$ cat src/rtl/irq_pending.sv
`timescale 1ns/1ps
// irq_pending
// Peripheral-side interrupt request front end. Eight asynchronous event
// lines are synchronized. Each line is then either latched on a rising edge
// or passed through as a level. The result drives the controller's request
// vector.
//
// Ports:
//   CLK         clock, all state updates on posedge
//   RST         asynchronous active-high reset
//   irq_in      raw peripheral event lines (asynchronous)
//   edge_en     per line: 1 = rising-edge latched, 0 = level pass-through
//   ack         one-cycle acknowledge pulse from the controller
//   ack_vector  vector address being serviced (valid with ack)
//   clr_we      software clear strobe
//   clr_mask    lines to clear when clr_we = 1
//   interrupts  request vector, bit 0 = highest priority
//   irq_any     OR of interrupts
//   overflow    sticky: an edge arrived while the line was already pending
module irq_pending #(
  parameter int unsigned N_IRQ    = 8,
  parameter logic [15:0] VEC_BASE = 16'hFFF8
) (
  input  logic             CLK,
  input  logic             RST,
  input  logic [N_IRQ-1:0] irq_in,
  input  logic [N_IRQ-1:0] edge_en,
  input  logic             ack,
  input  logic [15:0]      ack_vector,
  input  logic             clr_we,
  input  logic [N_IRQ-1:0] clr_mask,
  output logic [N_IRQ-1:0] interrupts,
  output logic             irq_any,
  output logic [N_IRQ-1:0] overflow
);

  logic [N_IRQ-1:0] r_s1, r_s2, r_s3;
  logic [N_IRQ-1:0] r_pend, r_ovf;

  logic             w_ack_hit;
  logic [N_IRQ-1:0] w_rise;
  logic [N_IRQ-1:0] w_ack_clr;
  logic [N_IRQ-1:0] w_sw_clr;
  logic [N_IRQ-1:0] w_pend_nxt;
  logic [N_IRQ-1:0] w_ovf_nxt;

  // The history flop tracks s2 in both modes. A level->edge switch with the
  // source already high therefore sees no 0->1 transition and raises nothing.
  assign w_rise    = r_s2 & ~r_s3;
  assign w_ack_hit = ack && (ack_vector[15:3] == VEC_BASE[15:3]);
  assign w_sw_clr  = clr_we ? clr_mask : '0;

  always_comb begin
    w_ack_clr = '0;
    if (w_ack_hit) begin
      w_ack_clr[ack_vector[2:0]] = 1'b1;
    end
  end

  // A rise wins over any clear in the same cycle. Level-mode lines hold pend
  // at 0, which also discards anything latched before an edge->level switch.
  assign w_pend_nxt = edge_en & (w_rise | (r_pend & ~w_ack_clr & ~w_sw_clr));

  // Overflow only sets when the line stays pending through this cycle.
  // A rise coinciding with an ack or clear re-arms the line instead.
  assign w_ovf_nxt  = (r_ovf & ~w_sw_clr)
                    | (edge_en & w_rise & r_pend & ~w_ack_clr & ~w_sw_clr);

  always_ff @(posedge CLK or posedge RST) begin
    if (RST) begin
      r_s1   <= '0;
      r_s2   <= '0;
      r_s3   <= '0;
      r_pend <= '0;
      r_ovf  <= '0;
    end else begin
      r_s1   <= irq_in;
      r_s2   <= r_s1;
      r_s3   <= r_s2;
      r_pend <= w_pend_nxt;
      r_ovf  <= w_ovf_nxt;
    end
  end

  assign interrupts = (edge_en & r_pend) | (~edge_en & r_s2);
  assign irq_any    = |interrupts;
  assign overflow   = r_ovf;

endmodule

$ cat config.mk
export PLATFORM = sky130hd
export DESIGN_NAME = irq_pending
export DESIGN_NICKNAME = d
export VERILOG_FILES = /design/src/rtl/irq_pending.sv
export SDC_FILE = /design/constraint.sdc
export NUM_CORES = 1
export LEC_CHECK = 0
export CAP_MARGIN = 10
export CORE_MARGIN = 2
export CORE_UTILIZATION = 47
export CTS_CLUSTER_SIZE = 28
export DETAILED_ROUTE_END_ITERATION = 10
export GPL_TIMING_DRIVEN = 0
export PLACE_DENSITY = 0.83
export SLEW_MARGIN = 20
export SYNTH_ARGS = -nofsm -noshare
export SYNTH_HDL_FRONTEND = slang
export SYNTH_SLANG_ARGS = --single-unit
$ cat constraint.sdc
create_clock -name CLK -period 1.82 [get_ports CLK]
set_input_delay 0.364 -clock CLK [delete_from_list [all_inputs] [get_ports CLK]]
set_output_delay 0.364 -clock CLK [all_outputs]
set_load 0.02 [all_outputs]
==> results.json <==
{
  "grt_pass1_vias": 1520,
  "p_leak_nw": 1.07,
  "met1_usage_pct": 25.4,
  "diodes": 0,
  "failed_checks": "negative setup slack",
  "num_rows": 21,
  "fin_util_pct": 73.0,
  "p_per_area_nw_per_um2": 794,
  "syn_area_sq_um": 1630,
  "status": "finished, violations left",
  "drt-vias-per-instance": 5.57,
  "crit_slowest_cell": "dfrtp_1",
  "ioPinCount": 61,
  "syn-num-nets": 179,
  "syn_to_final_growth_pct": 49.3,
  "crit_chain": "mux2_4 -> nor4_4 -> nand2_1 -> buf_2",
  "grt_pass1_wl_microns": 7040,
  "setup_slack_ns": -0.140,
  "dieArea_sq_um": 3960,
  "fin_skew_ns": 0.00671,
  "drive_gt1_share_pct": 12.7,
  "slew_violations": 0,
  "grt-busiest-layer": "met2",
  "routed_wl_microns": 4300,
  "drtIter0Drc": 31,
  "grt_util_met3_pct": 7.93,
  "final_common_cell": "clkdlybuf4s50_1",
  "tns_ns": -0.140,
  "ir_drop_mv": 0.662,
  "setup_violations": 1,
  "cts_buffers": 5,
  "slew_headroom_pct": 62.2,
  "cts.clk_slew.worst_paths_ns": 0.12,
  "cp.required_ns": 1.46,
  "worstMarginPinSlew_ns": 0.562,
  "hold_path_class": "in -> async",
  "cts_max_path_buffers": 2,
  "start_util_pct": 48.9,
  "cp-start-kind": "flop",
  "fmax_ghz": 0.510,
  "arrival_ns": 1.60,
  "finalHoldViolations": 0,
  "hpwl_microns": 3270,
  "dieWidth_microns": 62.9,
  "final_cell_mix": "43 x clkdlybuf4s50_1, 40 x dfrtp_1, 14 x dlygate4sd2_1, 12 x nor2_1",
  "max_stage_delay_ns": 0.42,
  "htreeDepth": 2,
  "yosysWarningCount": 0,
  "fin_crit_sh_pct": 108,
  "cts_tree": "yes",
  "synth.avg_cell_area_sq_um": 12.1,
  "vias": 1393,
  "cts_root_buffer": "clkbuf_4",
  "critPathCaptureType": "output port",
  "hold_buffers": 0,
  "worstPathMaxFanout": 3,
  "drc": 0,
  "rsz0062_at_grt": "yes",
  "nets": 247,
  "period_minus_slack_ns": 1.96,
  "drt.antenna.violating_nets": 0,
  "portBuffers": 60,
  "ys_ff_latch": 40,
  "power_w": 0.00194,
  "worstSkewPairLatency_ns": 0.35,
  "maxCapViolCount": 0,
  "synthDistinctLibCells": 21,
  "dr.pass1.iters": 4,
  "grtUsageTotal_pct": 23.2,
  "place_congestion": 0.768,
  "cts.sinks": 40,
  "syn-instance-count": 135,
  "die_y_microns": 62.9,
  "critPathKind": "reg -> out",
  "coreArea_sq_um": 3340,
  "overflow": 0,
  "grt_max_degree": 31,
  "drt-wirelength-per-cell_microns": 17.2,
  "ys_seq_area_share_pct": 61.3,
  "met2_usage_pct": 41.8,
  "antenna_found_initial": 0
}
-- power by group --
group | internal, W | switching, W | total (W) | leakage [nW]
sequential | 0.000935 | 0.0000295 | 0.000965 | 0.495
combinational | 0.000171 | 0.000152 | 0.000323 | 0.520
clock | 0.000365 | 0.000283 | 0.000647 | 0.0515
total | 0.00147 | 0.000465 | 0.00194 | 1.07
-- critical path: cells and delay by family, from the launching register on --
family | cells | cell delay (ns)
buf+inv | 1 | 0.16
flops | 1 | 0.42
mux | 1 | 0.29
simple gates | 2 | 0.37
-- registers in the layout, indices dropped and copies added (netlist names) --
| name | flops |
|---|---|
| r_s2 | 8 |
| overflow | 8 |
| r_s1 | 8 |
| r_s3 | 8 |
| r_pend | 8 |
-- layer usage --
layer | part of all wire [%] | wire [microns] | vias to the layer above
li1 | - | - | 631
met1 | 38 | 1640 | 701
met2 | 54 | 2310 | 55
met3 | 6.8 | 294 | 6
met4 | 1.1 | 49 | 0
met5 | 0 | 0 | -
-- kinds of logic after synthesis --
family	after synthesis	share of synthesized area [%]
AND/OR/NAND/NOR	45	17.4
AO/OA/AOI/OAI	40	15.3
flip-flops	40	61.3
multiplexers	8	5.52
buffers and inverters	2	0.459
-- synthesized netlist by cell type --
cell type / instances / share of area (%)
dfrtp_1: 40 / 61
nor2_1: 12 / 2.8
a211oi_1: 8 / 3.7
a21boi_0: 8 / 3.7
a21oi_1: 8 / 2.5
a31oi_1: 8 / 3.1
and2_1: 8 / 3.1
mux2_2: 8 / 5.5
nor2b_1: 8 / 3.1
o21ai_0: 8 / 2.5
nor3_1: 4 / 1.2
nand2_1: 2 / 0.46
nand2b_1: 2 / 0.77
nand4_2: 2 / 1.5
nor4_1: 2 / 0.77
nor4_4: 2 / 2.6
clkbuf_1: 1 / 0.23
inv_1: 1 / 0.23
nand3_1: 1 / 0.31
nand3b_1: 1 / 0.46
nand4_1: 1 / 0.38
-- metrics by stage --
stage / hold slack, ns / setup WS, ns / std cells / cell area [sq um]
floorplan: 0.331 / 0.266 / 135 / 1630
global placement: 0.332 / -0.813 / 241 / 2290
detailed placement: 0.336 / -0.880 / 242 / 2310
CTS: 0.231 / -0.156 / 250 / 2420
global route: 0.241 / -0.211 / 250 / 2440
finish: 0.237 / -0.140 / 250 / 2440
-- area by class of cell --
type	count	area [sq um]
Inverter	1	3.75
Sequential cell	40	1000
Clock buffer	7	65.1
Multi-Input combinational cell	93	681
Timing Repair Buffer	61	596
Clock inverter	1	30.0
Buffer	1	3.75
Fill cell	256	900
Tap cell	46	57.6
-- path summary, 6_finish.rpt --
path	from	end	slack, ns	cells after the start
worst min-delay path	RST	r_s1[2]	0.24	2
worst min register to register	r_s1[1]	r_s2[1]	0.36	0
worst max register to register	r_s2[2]	overflow[2]	0.72	3
max in group asynchronous	RST	r_s3[0]	1.15	3
min in group CLK	edge_en[2]	r_pend[2]	0.32	3
worst max-delay path	r_pend[5]	irq_any	-0.14	4
-- what timing repair did --
| action | in CTS | in global routing |
|---|---|---|
| buffers inserted | 0 | 0 |
| gates resized for setup | 31 | 3 |
| endpoints found under the setup margin | 9 | 1 |
| pin swaps | 1 | 1 |
Power figures use the tool's default switching activity.
